### config.mk
export PLATFORM = sky130hd
export DESIGN_NAME = serial_parity_tx_flat
export DESIGN_NICKNAME = d
export VERILOG_FILES = /design/src/rtl/serial_parity_tx_pkg.sv /design/src/rtl/serial_parity_tx_if.sv /design/src/rtl/serial_parity_tx_parity_acc.sv /design/src/rtl/serial_parity_tx.sv /design/src/flat_wrapper.sv
export SDC_FILE = /design/constraint.sdc
export NUM_CORES = 1
export LEC_CHECK = 0
export CAP_MARGIN = 20
export CORE_MARGIN = 2
export CORE_UTILIZATION = 50
export DETAILED_ROUTE_END_ITERATION = 10
export GPL_ROUTABILITY_DRIVEN = 0
export PLACE_DENSITY = 0.79
export SYNTH_ARGS = -nofsm -noshare
export SYNTH_HDL_FRONTEND = slang
export SYNTH_SLANG_ARGS = --single-unit
### constraint.sdc
create_clock -name clk_2 -period 1.9 [get_ports clk_2]
set_clock_uncertainty 0.1 [all_clocks]
set_input_delay 0.38 -clock clk_2 [delete_from_list [all_inputs] [get_ports clk_2]]
set_output_delay 0.38 -clock clk_2 [all_outputs]
set_load 0.005 [all_outputs]
### src/rtl/serial_parity_tx_pkg.sv
// serial_pkg: shared types and default constants for the serial_parity_tx slice.
//   tx_state_t      : frame sequencer states
//   NDATA_DEF       : default data bits per frame
//   BIT_CYCLES_DEF  : default clk_2 cycles per serial bit
package serial_pkg;

    typedef enum logic [2:0] {
        IDLE   = 3'd0,
        START  = 3'd1,
        DATA   = 3'd2,
        PARITY = 3'd3,
        STOP   = 3'd4
    } tx_state_t;

    localparam int NDATA_DEF      = 8;
    localparam int BIT_CYCLES_DEF = 1;

endpackage

### src/rtl/serial_parity_tx_if.sv
// serial_parity_tx_if: request/serial-output bundle of the frame transmitter.
//   start      : frame request (master -> slave)
//   data       : word to send (master -> slave)
//   tx_bit     : serial line, idles high (slave -> master)
//   busy       : frame in flight (slave -> master)
//   done       : one-cycle end-of-frame pulse (slave -> master)
//   parity_out : parity bit of last completed frame (slave -> master)
interface serial_parity_tx_if #(
    parameter int NDATA = serial_pkg::NDATA_DEF
);
    logic             start;
    logic [NDATA-1:0] data;
    logic             tx_bit;
    logic             busy;
    logic             done;
    logic             parity_out;

    modport master (
        output start, data,
        input  tx_bit, busy, done, parity_out
    );

    modport slave (
        input  start, data,
        output tx_bit, busy, done, parity_out
    );
endinterface

### src/rtl/serial_parity_tx_parity_acc.sv
// parity_acc: two-state (PAR/IMPAR) running parity accumulator.
//   clk_2   : clock
//   reset   : synchronous active-high reset
//   clear   : return to the initial state (wins over en)
//   en      : fold in_bit into the running parity
//   in_bit  : bit to accumulate
//   out_bit : current parity bit (1 in IMPAR)
// Build option PARITY_ODD_EN: initial state is IMPAR, so out_bit is the
// odd-parity bit instead of the even-parity bit.
module parity_acc (
    input  logic clk_2,
    input  logic reset,
    input  logic clear,
    input  logic en,
    input  logic in_bit,
    output logic out_bit
);
    typedef enum logic {PAR = 1'b0, IMPAR = 1'b1} acc_state_t;

`ifdef PARITY_ODD_EN
    localparam acc_state_t INIT_STATE = IMPAR;
`else
    localparam acc_state_t INIT_STATE = PAR;
`endif

    acc_state_t state, state_n;

    always_ff @(posedge clk_2) begin
        if (reset) state <= INIT_STATE;
        else       state <= state_n;
    end

    always_comb begin
        state_n = state;
        if (clear) begin
            state_n = INIT_STATE;
        end else if (en && in_bit) begin
            state_n = (state == PAR) ? IMPAR : PAR;
        end
    end

    assign out_bit = (state == IMPAR);
endmodule

### src/rtl/serial_parity_tx.sv
// serial_parity_tx: sends one word as start bit, data LSB first, parity bit,
// stop bit; every bit held BIT_CYCLES clk_2 cycles.
//   clk_2 : clock
//   reset : synchronous active-high reset, aborts any frame in flight
//   bus   : serial_parity_tx_if.slave (start, data in; tx_bit, busy, done,
//           parity_out out; all outputs registered)
// Parity sense (even, or odd with PARITY_ODD_EN) lives inside parity_acc.
//
// state  | meaning
// IDLE   | line high, waiting for start
// START  | start bit (low)
// DATA   | shifting data bits out, LSB first
// PARITY | accumulated parity bit
// STOP   | stop bit (high)
module serial_parity_tx
    import serial_pkg::*;
#(
    parameter int NDATA      = NDATA_DEF,
    parameter int BIT_CYCLES = BIT_CYCLES_DEF
) (
    input  logic              clk_2,
    input  logic              reset,
    serial_parity_tx_if.slave bus
);
    localparam int BW = $clog2(NDATA + 1);

    tx_state_t        state, state_n;
    logic [7:0]       cyc_cnt, cyc_cnt_n;
    logic [BW-1:0]    bit_cnt, bit_cnt_n;
    logic [NDATA-1:0] shift_q, shift_n;
    logic             tx_q, tx_n;
    logic             busy_q, done_q, done_n;
    logic             par_q, par_n;
    logic             acc_clear, acc_en, acc_out;
    logic             par_rst;
    logic             last_cyc, last_bit;

    parity_acc u_acc (
        .clk_2   (clk_2),
        .reset   (reset),
        .clear   (acc_clear),
        .en      (acc_en),
        .in_bit  (tx_q),
        .out_bit (acc_out)
    );

    // Permanently cleared copy: its output is the parity of an empty word,
    // which is the reset value parity_out must take for the built parity sense.
    parity_acc u_par_ref (
        .clk_2   (clk_2),
        .reset   (reset),
        .clear   (1'b1),
        .en      (1'b0),
        .in_bit  (1'b0),
        .out_bit (par_rst)
    );

    assign last_cyc = (cyc_cnt == 8'(BIT_CYCLES - 1));
    assign last_bit = (bit_cnt == BW'(NDATA - 1));

    always_comb begin
        state_n   = state;
        cyc_cnt_n = cyc_cnt;
        bit_cnt_n = bit_cnt;
        shift_n   = shift_q;
        acc_clear = 1'b0;
        acc_en    = 1'b0;
        done_n    = 1'b0;
        par_n     = par_q;
        tx_n      = 1'b1;

        case (state)
            IDLE: begin
                if (bus.start) begin
                    shift_n   = bus.data;
                    acc_clear = 1'b1;
                    bit_cnt_n = '0;
                    cyc_cnt_n = '0;
                    state_n   = START;
                end
            end
            START, PARITY, STOP: begin
                if (last_cyc) begin
                    cyc_cnt_n = '0;
                    case (state)
                        START:   state_n = DATA;
                        PARITY:  state_n = STOP;
                        default: begin
                            state_n = IDLE;
                            done_n  = 1'b1;
                            par_n   = acc_out;
                        end
                    endcase
                end else begin
                    cyc_cnt_n = cyc_cnt + 8'd1;
                end
            end
            DATA: begin
                if (last_cyc) begin
                    acc_en    = 1'b1;
                    shift_n   = shift_q >> 1;
                    bit_cnt_n = bit_cnt + BW'(1);
                    cyc_cnt_n = '0;
                    if (last_bit) state_n = PARITY;
                end else begin
                    cyc_cnt_n = cyc_cnt + 8'd1;
                end
            end
            default: state_n = IDLE;
        endcase

        // tx_bit is registered, so it is computed for the state being entered.
        // On the DATA->PARITY edge the accumulator is still absorbing the last
        // data bit, so its next value is formed here directly.
        case (state_n)
            START:   tx_n = 1'b0;
            DATA:    tx_n = shift_n[0];
            PARITY:  tx_n = (state == DATA) ? (acc_out ^ tx_q) : acc_out;
            default: tx_n = 1'b1;
        endcase
    end

    always_ff @(posedge clk_2) begin
        if (reset) begin
            state   <= IDLE;
            cyc_cnt <= '0;
            bit_cnt <= '0;
            shift_q <= '0;
            tx_q    <= 1'b1;
            busy_q  <= 1'b0;
            done_q  <= 1'b0;
            par_q   <= par_rst;
        end else begin
            state   <= state_n;
            cyc_cnt <= cyc_cnt_n;
            bit_cnt <= bit_cnt_n;
            shift_q <= shift_n;
            tx_q    <= tx_n;
            busy_q  <= (state_n != IDLE);
            done_q  <= done_n;
            par_q   <= par_n;
        end
    end

    assign bus.tx_bit     = tx_q;
    assign bus.busy       = busy_q;
    assign bus.done       = done_q;
    assign bus.parity_out = par_q;
endmodule

### src/flat_wrapper.sv
// flat-port wrapper written by rule: the top's interface ports become plain ports
module serial_parity_tx_flat import serial_pkg::*;
#(
    parameter int NDATA      = NDATA_DEF,
    parameter int BIT_CYCLES = BIT_CYCLES_DEF
)
  (clk_2, reset, bus_start, bus_data, bus_tx_bit, bus_busy, bus_done, bus_parity_out);
  serial_parity_tx_if #(.NDATA(NDATA)) bus_i ();
  input  logic clk_2;
  input  logic reset;
  input wire logic [$bits(bus_i.start)-1:0] bus_start;
  input wire logic [$bits(bus_i.data)-1:0] bus_data;
  output wire logic [$bits(bus_i.tx_bit)-1:0] bus_tx_bit;
  output wire logic [$bits(bus_i.busy)-1:0] bus_busy;
  output wire logic [$bits(bus_i.done)-1:0] bus_done;
  output wire logic [$bits(bus_i.parity_out)-1:0] bus_parity_out;
  assign bus_i.start = bus_start;
  assign bus_i.data = bus_data;
  assign bus_tx_bit = bus_i.tx_bit;
  assign bus_busy = bus_i.busy;
  assign bus_done = bus_i.done;
  assign bus_parity_out = bus_i.parity_out;
  serial_parity_tx #(.NDATA(NDATA), .BIT_CYCLES(BIT_CYCLES)) u_core (.clk_2(clk_2), .reset(reset), .bus(bus_i));
endmodule
==> results by group, run 1 <==
Power and ir drop
  • P per Cell Area: ~650 nW/um^2
  • Share of total power in sequential cells: 48.4%
  • Internal power contribution: about 980 uW
  • Post-route total power: roughly 1.3 mW
  • Maximum VDD drop: between 0.5 and 0.6 mV
  • Switching power: 339 uW
  • Portion of total power attributed to combinational logic: a little over a fifth
  • Clock power frac: between 30% and 40%
  • Fraction of power spent switching nets: between 20% and 30%
  • Leak: ~0.8 nW

Global routing
  • Leftover overflow at the end of global routing: 0
  • Pin count of the biggest net entering global routing: 23
  • First-pass GRT wire length: around 6000 um
  • Antenna violations before repair: 0
  • Number of global-route vias before repair: 1295
  • Total Routing Usage GR: between 20% and 30%

Clock network
  • Worst-Skew Late Latency: about 0.33 ns
  • Clock Path Buffers: 2
  • CTS root buf: sky130_fd_sc_hd__clkbuf_4
  • TritonCTS Buffers: 3
  • Clock-pin slew on the worst setup and hold paths: 0.16 ns
  • Clock sinks: 28
  • Clock tree from TritonCTS: done
  • Deepest level of the CTS H-tree: 1
  • Hold_buf cts: 0

Synthesis
  • Post-synth design cell area: 1450 um^2
  • Count of flip-flops with a built-in enable after synthesis: 0
  • Post-Syn Nets: ~170
  • Post-synthesis sequential element count: 28
  • Synthesized area per cell: slightly above 9 um^2
  • Post-synthesis sequential area ratio: ~39%
  • Synth unique cells: 52
  • Synthesized netlist cell count: around 160
  • Post-synth ARST share: 0%
  • Main synth FF type: sky130_fd_sc_hd__dfxtp_1
  • Yosys Warn Count: 0

Drt
  • Remaining routing DRC violations: 0
  • Number of DRC markers in iteration 0: 72
  • Routed wirelength normalized by instance count: about 16 um
  • Amount of wire on met3 after detailed routing: ~210 um
  • Detailed-route wire length: approximately 3800 um
  • Met2 wirelength from detailed routing: around 1900 um
  • Detailed-route wire length on metal 1: ~1600 um
  • Post-route antenna net violation count: 0
  • Vias per inst: 5.94
  • Highest routing layer actually used: met4
  • Via count of the routed design: 1390
  • Detailed Routing Iterations Pass 1: 6

Worst setup path
  • Slowest stage cell, crit path: sky130_fd_sc_hd__or4b_4
  • RR Endpoint: u_core.cyc_cnt[3]$_SDFFE_PP0P_
  • Largest driver fanout on the critical path: 5
  • CP delay by family, top: simple AND/OR/NAND/NOR gates
  • Kind of capture point of the worst setup path: flop
  • Number of cells on the critical path: 7
  • Crit path buf inv count: 1
  • Setup crit end: u_core.cyc_cnt[3]$_SDFFE_PP0P_
  • Data arrival time at the worst-slack endpoint: ~2.1 ns
  • Kind of start point of the critical path: flop
  • Crit. Startpoint: u_core.cyc_cnt[1]$_SDFFE_PP0P_
  • Startpoint of the worst-slack reg-to-reg timing path: u_core.cyc_cnt[1]$_SDFFE_PP0P_
  • Register-to-register setup slack: -0.1 ns
  • Required @ worst endpoint: 2.03 ns
  • Cell-by-cell trace of the critical path: inv_2, ha_4, or4b_4, nor3_1, a211oi_1, o21bai_2, nor2_1
  • Category of the most critical setup path: reg -> reg
  • Max incr delay on CP: between 0.5 and 0.6 ns
  • Count of cells along the worst register-to-register path: 7

Cells and area
  • Share of final-layout standard cells stronger than drive strength 1: about a third
  • FILL cells: between 150 and 200
  • Final nets: 218
  • Syn-to-layout area delta: 39.1%
  • Number of antenna cells inserted: 0

STA
  • Final period util: 105%
  • Final worst setup slack: -0.0973 ns
  • Clock period minus worst slack: around 2 ns
  • Sum of negative setup slack: -0.767 ns
  • Slew at the pin closest to its max-slew limit: around 0.41 ns
  • Max frequency: 0.501 GHz
  • Unrepaired setup endpoints after global routing: yes
  • Final setup violation count: 16
  • Slew HR: 72.6%
  • Final number of max-transition violations: 0
  • Final count of hold timing violations: 0

Die
  • Width of the chip: roughly 58 um
  • Vertical extent of the die: slightly below 60 um
  • Placeable core area: about 2800 um^2
  • Site row count: 19
  • I/O pin count: 15
  • Area of the die: 3350 um^2
  • Initial cell density of the core: a little over half

Job
  • Number of maximum-capacitance constraint violations: 0

Outcome
  • Status: finished, violations left
  • Violations in the final reports: setup timing

Placement
  • Post-DP HPWL: about 2500 um
  • Place WS: -0.182 ns
  • IO buf count: 14

Min path
  • Type of the most critical hold path: reg -> reg
[worst min-delay path by stage]
stage                                   startpoint                             end  slack, ns  cells past startpoint
floorplan           u_core.shift_q[2]$_SDFFE_PP0P_  u_core.shift_q[2]$_SDFFE_PP0P_       0.34                      2
global placement    u_core.shift_q[2]$_SDFFE_PP0P_  u_core.shift_q[2]$_SDFFE_PP0P_       0.34                      2
detailed placement  u_core.shift_q[3]$_SDFFE_PP0P_  u_core.shift_q[3]$_SDFFE_PP0P_       0.35                      2
CTS                 u_core.shift_q[3]$_SDFFE_PP0P_  u_core.shift_q[3]$_SDFFE_PP0P_       0.37                      2
global route        u_core.shift_q[3]$_SDFFE_PP0P_  u_core.shift_q[3]$_SDFFE_PP0P_       0.39                      2
finish              u_core.shift_q[4]$_SDFFE_PP0P_  u_core.shift_q[4]$_SDFFE_PP0P_       0.37                      2
[worst min-delay path, stage by stage, from the launching register on]
cell,delay (ns)
sky130_fd_sc_hd__dfxtp_1,0.34
sky130_fd_sc_hd__nand2_1,0.05
sky130_fd_sc_hd__a21oi_1,0.05
[placed cells by master (no fill, tap or decap), types with 3 or more instances in the layout]
cell,synthesis,final
sky130_fd_sc_hd__a211oi_1,3,3
sky130_fd_sc_hd__a21oi_1,12,12
sky130_fd_sc_hd__a22oi_1,6,6
sky130_fd_sc_hd__and3_1,4,4
sky130_fd_sc_hd__buf_4,0,31
sky130_fd_sc_hd__buf_6,1,3
sky130_fd_sc_hd__clkbuf_4,0,3
sky130_fd_sc_hd__clkdlybuf4s50_1,0,14
sky130_fd_sc_hd__dfxtp_1,28,26
sky130_fd_sc_hd__nand2_1,14,12
sky130_fd_sc_hd__nand3_1,5,4
sky130_fd_sc_hd__nand4b_1,3,3
sky130_fd_sc_hd__nor2_1,14,13
sky130_fd_sc_hd__nor3_1,3,3
sky130_fd_sc_hd__xnor2_1,4,4
sky130_fd_sc_hd__xor2_1,5,4
[what timing repair did]
| action | in CTS | in global routing |
|---|---|---|
| pin swaps | 8 | 6 |
| gates resized for setup | 10 | 10 |
| buffers inserted | 8 | 1 |
| setup endpoints to repair | 20 | 22 |
[state kept, by name, summed over array words and instances, names as in the netlist]
name                   count
u_core.state               3
u_core.shift_q             8
u_core.bus.parity_out      1
u_core.cyc_cnt             8
u_core.bus.done            1
u_core.bit_cnt             4
u_core.u_acc.out_bit       1
u_core.bus.busy            1
u_core.bus.tx_bit          1
[logic make-up after synthesis]
| family | share of synthesized area [%] |
|---|---|
| simple gates | 30.3 |
| compound gates | 18.6 |
| flops | 38.7 |
| buf+inv | 3.80 |
| xor+xnor | 5.44 |
| fa+ha+maj | 2.59 |
| mux | 0.690 |
[cell usage after synthesis (3+ instances only)]
cell type,number,share of area (%)
sky130_fd_sc_hd__nor2_1,14,3.6
sky130_fd_sc_hd__nor3_1,3,1.0
sky130_fd_sc_hd__a211oi_1,3,1.6
sky130_fd_sc_hd__xnor2_1,4,2.4
sky130_fd_sc_hd__and3_1,4,1.7
sky130_fd_sc_hd__a21oi_1,12,4.1
sky130_fd_sc_hd__ha_1,3,2.6
sky130_fd_sc_hd__nand3_1,5,1.7
sky130_fd_sc_hd__nand2_1,14,3.6
sky130_fd_sc_hd__nand4b_1,3,1.8
sky130_fd_sc_hd__dfxtp_1,28,39
sky130_fd_sc_hd__clkbuf_1,5,1.3
sky130_fd_sc_hd__inv_1,4,1.0
sky130_fd_sc_hd__xor2_1,5,3.0
sky130_fd_sc_hd__a22oi_1,6,3.1
[power groups by stage]
stage / clock network (mW) / registers, mW / logic, mW
6_report: 0.395 / 0.635 / 0.283
5_1_grt: 0.433 / 0.640 / 0.303
4_1_cts: 0.398 / 0.635 / 0.268
3_5_place_dp: 0 / 0.647 / 0.252
3_3_place_gp: 0 / 0.646 / 0.243
2_1_floorplan: 0 / 0.643 / 0.147
[metal layers]
layer,track usage [%],vias to the layer above
met5,0,-
met1,30.3,643
met4,9.30,0
met3,2.90,16
li1,-,663
met2,41.4,68
[final cells by class]
class | instances | area [um^2] | share of cell area (%)
multi-input combinational | 118 | 921 | 45.7
sequential | 28 | 563 | 27.9
timing repair buffer | 49 | 427 | 21.2
clock inverter | 1 | 30.0 | 1.49
inverter | 4 | 15.0 | 0.744
clock buffer | 3 | 22.5 | 1.12
tap | 31 | 38.8 | 1.92
[per-stage QoR]
step                utilization [%]  hold slack, ns  cells  instance area [um^2]
floorplan                         -           0.336    158                  1470
global route                   73.1           0.389    234                  2020
detailed placement             65.9           0.349    221                  1820
finish                         73.1           0.369    234                  2020
CTS                            71.3           0.368    233                  1970
global placement               65.9           0.341    221                  1820
No activity file was read; power rests on OpenSTA's default activity.
==> run 2: changes to the inputs <==
ABC_AREA = 1   (was default)
PLACE_DENSITY = 0.77   (was 0.79)
==> run 2 against run 1 <==
Effect of this change:
- the run now ends clean
- first-iteration DRC count down 31%
- clock power down 24%
- non-clock buffer count down 34
- flip-flop and latch count unchanged
- setup slack better by 0.28 ns
- critical path depth up 4
- critical endpoint is now u_core.bus.tx_bit$_SDFF_PP1_
- largest cell class unchanged
- largest power group unchanged
==> results by group, run 2 <==
Synthesis
  • Post-synth ARST share: 0% (unchanged)
  • Most used standard cell by instance count after synthesis: sky130_fd_sc_hd__nand2_1 (was sky130_fd_sc_hd__dfxtp_1)
  • Count of flip-flops with a built-in enable after synthesis: 0 (unchanged)
  • Synth top area cells: sky130_fd_sc_hd__dfxtp_1, sky130_fd_sc_hd__nand2_1, sky130_fd_sc_hd__nor2_1, sky130_fd_sc_hd__nand3_1, sky130_fd_sc_hd__inv_1 (was sky130_fd_sc_hd__dfxtp_1, sky130_fd_sc_hd__a21oi_1, sky130_fd_sc_hd__nand2_1, sky130_fd_sc_hd__nor2_1, sky130_fd_sc_hd__a22oi_1)
  • Post-synthesis sequential area ratio: 38.9% (was 38.7%)
  • Post-synthesis sequential element count: 28 (unchanged)
  • Post-synth design cell area: 1440 um^2 (was 1450 um^2)
  • Top cells by instance count after synthesis: sky130_fd_sc_hd__nand2_1, sky130_fd_sc_hd__dfxtp_1, sky130_fd_sc_hd__nor2_1 (was sky130_fd_sc_hd__dfxtp_1, sky130_fd_sc_hd__nand2_1, sky130_fd_sc_hd__nor2_1)
  • Post-Syn Nets: 209 (was 172)
  • Library cell with the largest summed area after synthesis: sky130_fd_sc_hd__dfxtp_1 (unchanged)
  • Yosys Warn Count: 0 (unchanged)
  • Synth unique cells: 30 (was 52)
  • Share of the synthesized area in the top cell type: 38.9% (was 38.7%)
  • Synthesized area per cell: 7.39 um^2 (was 9.18 um^2)
  • Main synth FF type: sky130_fd_sc_hd__dfxtp_1 (unchanged)
  • Synthesized netlist cell count: 195 (was 158)

Cells and area
  • Syn-to-layout area delta: 14.4% (was 39.1%)
  • Most used cells in the layout excluding fill and tap cells: sky130_fd_sc_hd__nand2_1, sky130_fd_sc_hd__dfxtp_1, sky130_fd_sc_hd__nor2_1 (was sky130_fd_sc_hd__buf_4, sky130_fd_sc_hd__dfxtp_1, sky130_fd_sc_hd__clkdlybuf4s50_1)
  • Number of antenna cells inserted: 0 (unchanged)
  • Largest registers: u_core.cyc_cnt x8, u_core.shift_q x8, u_core.bit_cnt x4 (unchanged)
  • FILL cells: 249 (was 193)
  • Share of final-layout standard cells stronger than drive strength 1: 13.7% (was 33.5%)
  • Final nets: 227 (was 218)
  • Most common cell after layout, fill and taps aside: sky130_fd_sc_hd__nand2_1 (was sky130_fd_sc_hd__buf_4)

Worst setup path
  • Largest driver fanout on the critical path: 11 (was 5)
  • Count of cells along the worst register-to-register path: 11 (was 7)
  • Kind of start point of the critical path: flop (unchanged)
  • Register-to-register setup slack: 0.18 ns (was -0.1 ns)
  • Slowest stage cell, crit path: sky130_fd_sc_hd__dfxtp_1 (was sky130_fd_sc_hd__or4b_4)
  • Most used cell along the critical path: sky130_fd_sc_hd__nand2_1
  • Crit. Startpoint: u_core.cyc_cnt[0]$_SDFFE_PP0P_ (was u_core.cyc_cnt[1]$_SDFFE_PP0P_)
  • Category of the most critical setup path: reg -> reg (unchanged)
  • Max incr delay on CP: 0.39 ns (was 0.51 ns)
  • Kind of capture point of the worst setup path: flop (unchanged)
  • RR Endpoint: u_core.bus.tx_bit$_SDFF_PP1_ (was u_core.cyc_cnt[3]$_SDFFE_PP0P_)
  • Cell-by-cell trace of the critical path: inv_1, ha_1, nand2_2, nor2_8, nand2_4, nand2_4, inv_2, nand2_1, nand2_1, nand2_1, nand3_1 (was inv_2, ha_4, or4b_4, nor3_1, a211oi_1, o21bai_2, nor2_1)
  • Data arrival time at the worst-slack endpoint: 1.87 ns (was 2.12 ns)
  • Startpoint of the worst-slack reg-to-reg timing path: u_core.cyc_cnt[0]$_SDFFE_PP0P_ (was u_core.cyc_cnt[1]$_SDFFE_PP0P_)
  • Setup crit end: u_core.bus.tx_bit$_SDFF_PP1_ (was u_core.cyc_cnt[3]$_SDFFE_PP0P_)
  • Required @ worst endpoint: 2.04 ns (was 2.03 ns)

Power and ir drop
  • Leak: 0.717 nW (was 0.797 nW)
  • P per Cell Area: 680 nW/um^2 (was 651 nW/um^2)
  • Maximum VDD drop: 0.534 mV (was 0.600 mV)

Clock network
  • Clock tree from TritonCTS: done (unchanged)
  • Clock sinks: 28 (unchanged)
  • Count of buffers added by post-CTS timing repair for setup: 0 (was 8)
  • Clock-pin slew on the worst setup and hold paths: 0.15 ns (was 0.16 ns)
  • TritonCTS Buffers: 3 (unchanged)
  • Resized Gates After CTS: 0 (was 10)
  • Worst-Skew Late Latency: 0.33 ns (about the same)
  • Deepest level of the CTS H-tree: 1 (unchanged)
  • Hold_buf cts: 0 (unchanged)
  • Clock Path Buffers: 2 (unchanged)
  • CTS root buf: sky130_fd_sc_hd__clkbuf_4 (unchanged)

STA
  • Final period util: 90.6% (was 105%)
  • Final hold slack: 0.373 ns (was 0.369 ns)
  • Max frequency: 0.581 GHz (was 0.501 GHz)
  • Final number of max-transition violations: 0 (unchanged)
  • Slew at the pin closest to its max-slew limit: 0.325 ns (was 0.411 ns)
  • Slew HR: 78.3% (was 72.6%)
  • Sum of negative setup slack: 0 ns (was -0.767 ns)
  • Final setup violation count: 0 (was 16)
  • Final count of hold timing violations: 0 (unchanged)
  • Clock period minus worst slack: 1.72 ns (was 2.00 ns)
  • Unrepaired setup endpoints after global routing: no (was yes)

Placement
  • Post-DP HPWL: 2130 um (was 2510 um)
  • IO buf count: 14 (unchanged)

Global routing
  • Number of global-route vias before repair: 1183 (was 1295)
  • Leftover overflow at the end of global routing: 0 (unchanged)
  • Antenna violations before repair: 0 (unchanged)
  • Pin count of the biggest net entering global routing: 16 (was 23)
  • Total Routing Usage GR: 18.0% (was 23.9%)
  • First-pass GRT wire length: 4730 um (was 6070 um)

Drt
  • Routed wirelength normalized by instance count: 11.6 um (was 16.4 um)
  • Detailed Routing Iterations Pass 1: 4 (was 6)
  • Vias per inst: 5.28 (was 5.94)
  • Number of DRC markers in iteration 0: 50 (was 72)
  • Via count of the routed design: 1282 (was 1390)
  • Remaining routing DRC violations: 0 (unchanged)
  • Post-route antenna net violation count: 0 (unchanged)
  • Detailed-route wire length: 2820 um (was 3840 um)

Die
  • Site row count: 19 (unchanged)
  • I/O pin count: 15 (unchanged)
  • Vertical extent of the die: 57.7 um (was 57.9 um)
  • Placeable core area: 2760 um^2 (unchanged)
  • Area of the die: 3330 um^2 (was 3350 um^2)
  • Initial cell density of the core: 52.2% (was 52.6%)
  • Width of the chip: 57.7 um (was 57.9 um)

Min path
  • Type of the most critical hold path: reg -> reg (unchanged)

Outcome
  • Status: finished clean (was finished, violations left)

Job
  • Number of maximum-capacitance constraint violations: 0 (unchanged)
==> run 2: how the worst min path moves through the flow <==
stage,cells after the start,to,start,slack (ns)
2_1_floorplan,2,u_core.shift_q[7]$_SDFFE_PP0P_,u_core.shift_q[7]$_SDFFE_PP0P_,0.34
3_3_place_gp,2,u_core.bus.parity_out$_SDFFE_PP0P_,u_core.bus.parity_out$_SDFFE_PP0P_,0.35
3_5_place_dp,2,u_core.shift_q[7]$_SDFFE_PP0P_,u_core.shift_q[7]$_SDFFE_PP0P_,0.36
4_1_cts,2,u_core.shift_q[7]$_SDFFE_PP0P_,u_core.shift_q[7]$_SDFFE_PP0P_,0.37
5_1_grt,2,u_core.bus.parity_out$_SDFFE_PP0P_,u_core.bus.parity_out$_SDFFE_PP0P_,0.41
6_report,2,u_core.bus.parity_out$_SDFFE_PP0P_,u_core.bus.parity_out$_SDFFE_PP0P_,0.37
==> run 2: critical path: cells and delay by family (launching register included) <==
kind          cells  cell delay [ns]
flops             1             0.39
simple gates      8             0.77
fa+ha+maj         1             0.19
buf+inv           2             0.18
==> run 2: cells by family (layout without fill, tap and decap cells) <==
family          after synthesis  count (layout)  share of synthesized area, %
fa+ha+maj                     3               3                          2.61
buf+inv                      25              42                          7.04
flops                        28              28                          38.9
xor+xnor                      2               2                          1.22
simple gates                112             112                          39.9
compound gates               25              25                          10.3
==> run 2: area by class of cell <==
cell class	count	area, um^2	area share (%)
clock buffer	4	36.3	2.20
inverter	23	86.3	5.24
multi-input combinational	142	778	47.2
sequential	28	561	34.0
tap	31	38.8	2.35
timing repair buffer	15	148	8.96
==> run 2: per-stage QoR <==
stage / instance area, um^2 / power (mW) / cells / util [%] / setup slack (ns)
floorplan: 1440 / 0.776 / 195 / - / 0.412
global route: 1650 / 1.18 / 243 / 59.8 / 0.0361
global placement: 1610 / 0.827 / 239 / 58.4 / 0.142
CTS: 1650 / 1.13 / 243 / 59.8 / 0.184
detailed placement: 1610 / 0.834 / 239 / 58.4 / 0.100
finish: 1650 / 1.12 / 243 / 59.8 / 0.179
==> run 2: metal layers <==
layer	share of wire, %	global-route usage [%]
met3	2.3	2.68
met1	46	21.0
met2	50	32.3
met4	1.3	8.64
met5	0	0
==> run 2: report_power, final <==
part,leakage (nW),switching [mW],internal (mW)
sequential,0.228,0.0194,0.614
combinational,0.468,0.112,0.0765
clock,0.0210,0.181,0.118
==> run 3: changes to the inputs <==
ABC_AREA = default   (was 1)
CAP_MARGIN = 30   (was 20)
SETUP_SLACK_MARGIN = 0.3   (was default)
==> run 3 against run 2 <==
Effect of this change:
- the flow now finishes with violations (setup timing)
- critical path type unchanged
- maximum frequency down 13%
- critical path depth down 4
- setup slack worse by 0.25 ns
- sequential share of layout area down 5.8 points
- total power up 4.0%
- core utilization up 13 points
- first-iteration DRC count up 30%
==> results by group, run 3 (synthesis results as in run 1) <==
Cells and area
  • Largest registers: u_core.cyc_cnt x8, u_core.shift_q x8, u_core.bit_cnt x4 (unchanged)
  • Post-layout instance area: 2010 um^2 (was 1650 um^2)
  • Most used cells in the layout excluding fill and tap cells: sky130_fd_sc_hd__buf_4, sky130_fd_sc_hd__dfxtp_1, sky130_fd_sc_hd__nand2_1 (was sky130_fd_sc_hd__nand2_1, sky130_fd_sc_hd__dfxtp_1, sky130_fd_sc_hd__nor2_1)
  • Final nets: 214 (was 227)
  • Most common cell after layout, fill and taps aside: sky130_fd_sc_hd__buf_4 (was sky130_fd_sc_hd__nand2_1)
  • Number of antenna cells inserted: 0 (unchanged)
  • Final core utilization: 72.7% (was 59.8%)
  • Syn-to-layout area delta: 38.3% (was 14.4%)
  • Share of final-layout standard cells stronger than drive strength 1: 37.9% (was 13.7%)

Job
  • Number of maximum-capacitance constraint violations: 0 (unchanged)

Worst setup path
  • Cell-by-cell trace of the critical path: inv_2, ha_4, or4b_4, nor2_4, nand4b_1, a31o_1, a2bb2oi_2 (was inv_1, ha_1, nand2_2, nor2_8, nand2_4, nand2_4, inv_2, nand2_1, nand2_1, nand2_1, nand3_1)
  • Count of cells along the worst register-to-register path: 7 (was 11)
  • Crit path buf inv count: 1 (was 2)
  • Kind of capture point of the worst setup path: flop (unchanged)
  • Data arrival time at the worst-slack endpoint: 2.10 ns (was 1.87 ns)
  • Category of the most critical setup path: reg -> reg (unchanged)
  • Largest driver fanout on the critical path: 5 (was 11)
  • Slowest stage cell, crit path: sky130_fd_sc_hd__or4b_4 (was sky130_fd_sc_hd__dfxtp_1)
  • Required @ worst endpoint: 2.03 ns (was 2.04 ns)
  • Number of cells on the critical path: 7 (was 11)
  • Max incr delay on CP: 0.51 ns (was 0.39 ns)
  • CP delay by family, top: simple AND/OR/NAND/NOR gates (unchanged)
  • Kind of start point of the critical path: flop (unchanged)

Global routing
  • Leftover overflow at the end of global routing: 0 (unchanged)
  • Pin count of the biggest net entering global routing: 23 (was 16)
  • Number of global-route vias before repair: 1369 (was 1183)
  • Antenna violations before repair: 0 (unchanged)
  • First-pass GRT wire length: 6070 um (was 4730 um)
  • Total Routing Usage GR: 23.3% (was 18.0%)

Power and ir drop
  • Maximum VDD drop: 0.580 mV (was 0.534 mV)
  • Leak: 0.765 nW (was 0.717 nW)
  • Post-route total power: 1.17 mW (was 1.12 mW)
  • P per Cell Area: 581 nW/um^2 (was 680 nW/um^2)

Clock network
  • Clock tree from TritonCTS: done (unchanged)
  • Hold_buf cts: 0 (unchanged)
  • Clock sinks: 28 (unchanged)
  • Deepest level of the CTS H-tree: 1 (unchanged)
  • TritonCTS Buffers: 3 (unchanged)
  • Clock-pin slew on the worst setup and hold paths: 0.15 ns (about the same)
  • Worst-Skew Late Latency: 0.33 ns (about the same)
  • CTS root buf: sky130_fd_sc_hd__clkbuf_4 (unchanged)
  • Clock Path Buffers: 2 (unchanged)

STA
  • Final setup violation count: 9 (was 0)
  • Unrepaired setup endpoints after global routing: yes (was no)
  • Final period util: 104% (was 90.6%)
  • Final worst setup slack: -0.0729 ns (was 0.179 ns)
  • Final number of max-transition violations: 0 (unchanged)
  • Final count of hold timing violations: 0 (unchanged)
  • Final hold slack: 0.371 ns (was 0.373 ns)
  • Clock period minus worst slack: 1.97 ns (was 1.72 ns)
  • Slew at the pin closest to its max-slew limit: 0.397 ns (was 0.325 ns)
  • Max frequency: 0.507 GHz (was 0.581 GHz)
  • Slew HR: 73.4% (was 78.3%)

Drt
  • Vias per inst: 5.77 (was 5.28)
  • Routed wirelength normalized by instance count: 15.5 um (was 11.6 um)
  • Post-route antenna net violation count: 0 (unchanged)
  • Via count of the routed design: 1321 (was 1282)
  • Detailed-route wire length: 3550 um (was 2820 um)
  • Detailed Routing Iterations Pass 1: 4 (unchanged)
  • Number of DRC markers in iteration 0: 65 (was 50)
  • Remaining routing DRC violations: 0 (unchanged)

Die
  • Placeable core area: 2760 um^2 (unchanged)
  • Site row count: 19 (unchanged)
  • Width of the chip: 57.9 um (was 57.7 um)
  • Vertical extent of the die: 57.9 um (was 57.7 um)
  • Area of the die: 3350 um^2 (was 3330 um^2)
  • I/O pin count: 15 (unchanged)
  • Initial cell density of the core: 52.6% (was 52.2%)

Outcome
  • Violations in the final reports: setup timing
  • Status: finished, violations left (was finished clean)

Min path
  • Type of the most critical hold path: reg -> reg (unchanged)
  • Hold Path Stages: 2 (unchanged)

Placement
  • IO buf count: 14 (unchanged)
  • Post-DP HPWL: 2400 um (was 2130 um)
  • Place WS: -0.233 ns (was 0.100 ns)
  • Instance area at placement: 1790 um^2 (was 1610 um^2)
-- run 3: cell count changes in the layout (fill, tap and decap cells not counted), moves of 7 or more --
cell | before | now
sky130_fd_sc_hd__nand2_1 | 55 | 13
sky130_fd_sc_hd__inv_1 | 18 | 2
sky130_fd_sc_hd__nor2_1 | 20 | 12
sky130_fd_sc_hd__a31oi_1 | 7 | 0
sky130_fd_sc_hd__nand3_1 | 14 | 2
sky130_fd_sc_hd__buf_4 | 1 | 26
-- run 3: final cells by class --
class,instances,area [um^2]
Fill cell,199,752
Tap cell,31,38.8
Timing Repair Buffer,45,388
Sequential cell,28,566
Inverter,4,15.0
Clock buffer,3,22.5
Multi-Input combinational cell,118,976
-- run 3: repair_timing --
| item | in CTS | in global routing |
|---|---|---|
| resized for setup | 21 | 13 |
| endpoints found under the hold margin | 0 | 0 |
| setup endpoints to repair | 31 | 29 |
| pin swaps | 19 | 11 |
| buffers inserted | 5 | 4 |
-- run 3: per-stage QoR --
stage | instances | setup TNS, ns
floorplan | 158 | 0
global placement | 217 | -0.524
detailed placement | 217 | -0.796
CTS | 225 | -0.0863
global route | 229 | -1.64
finish | 229 | -0.274
-- run 3: worst reg2reg max path, stage by stage (launching register included) --
cell	delay (ns)
sky130_fd_sc_hd__dfxtp_2	0.36
sky130_fd_sc_hd__inv_2	0.06
sky130_fd_sc_hd__ha_4	0.13
sky130_fd_sc_hd__or4b_4	0.51
sky130_fd_sc_hd__nor2_4	0.17
sky130_fd_sc_hd__nand4b_1	0.15
sky130_fd_sc_hd__a31o_1	0.25
sky130_fd_sc_hd__a2bb2oi_2	0.15
-- run 3: worst paths after layout --
kind	start	end	slack, ns
max	u_core.cyc_cnt[0]$_SDFFE_PP0P_	u_core.bus.tx_bit$_SDFF_PP1_	-0.07
min	u_core.shift_q[1]$_SDFFE_PP0P_	u_core.shift_q[1]$_SDFFE_PP0P_	0.37
min reg2reg	u_core.shift_q[1]$_SDFFE_PP0P_	u_core.shift_q[1]$_SDFFE_PP0P_	0.37
max reg2reg	u_core.cyc_cnt[0]$_SDFFE_PP0P_	u_core.bus.tx_bit$_SDFF_PP1_	-0.07
-- run 3: metal layers --
layer  vias to the layer above  global-route usage [%]  share of wire (%)  wire length [um]
li1                        654                       -                  -                 -
met1                       629                    30.3                 44              1580
met2                        29                    39.0                 50              1760
met5                         -                       0                  0                 0
met4                         0                    9.63                2.2                78
met3                         9                    3.35                3.7               130
-- run 3: report_power, final --
group          switching, mW  internal (mW)
clock                  0.170         0.0745
sequential            0.0250          0.616
combinational          0.135          0.145
total                  0.331          0.836
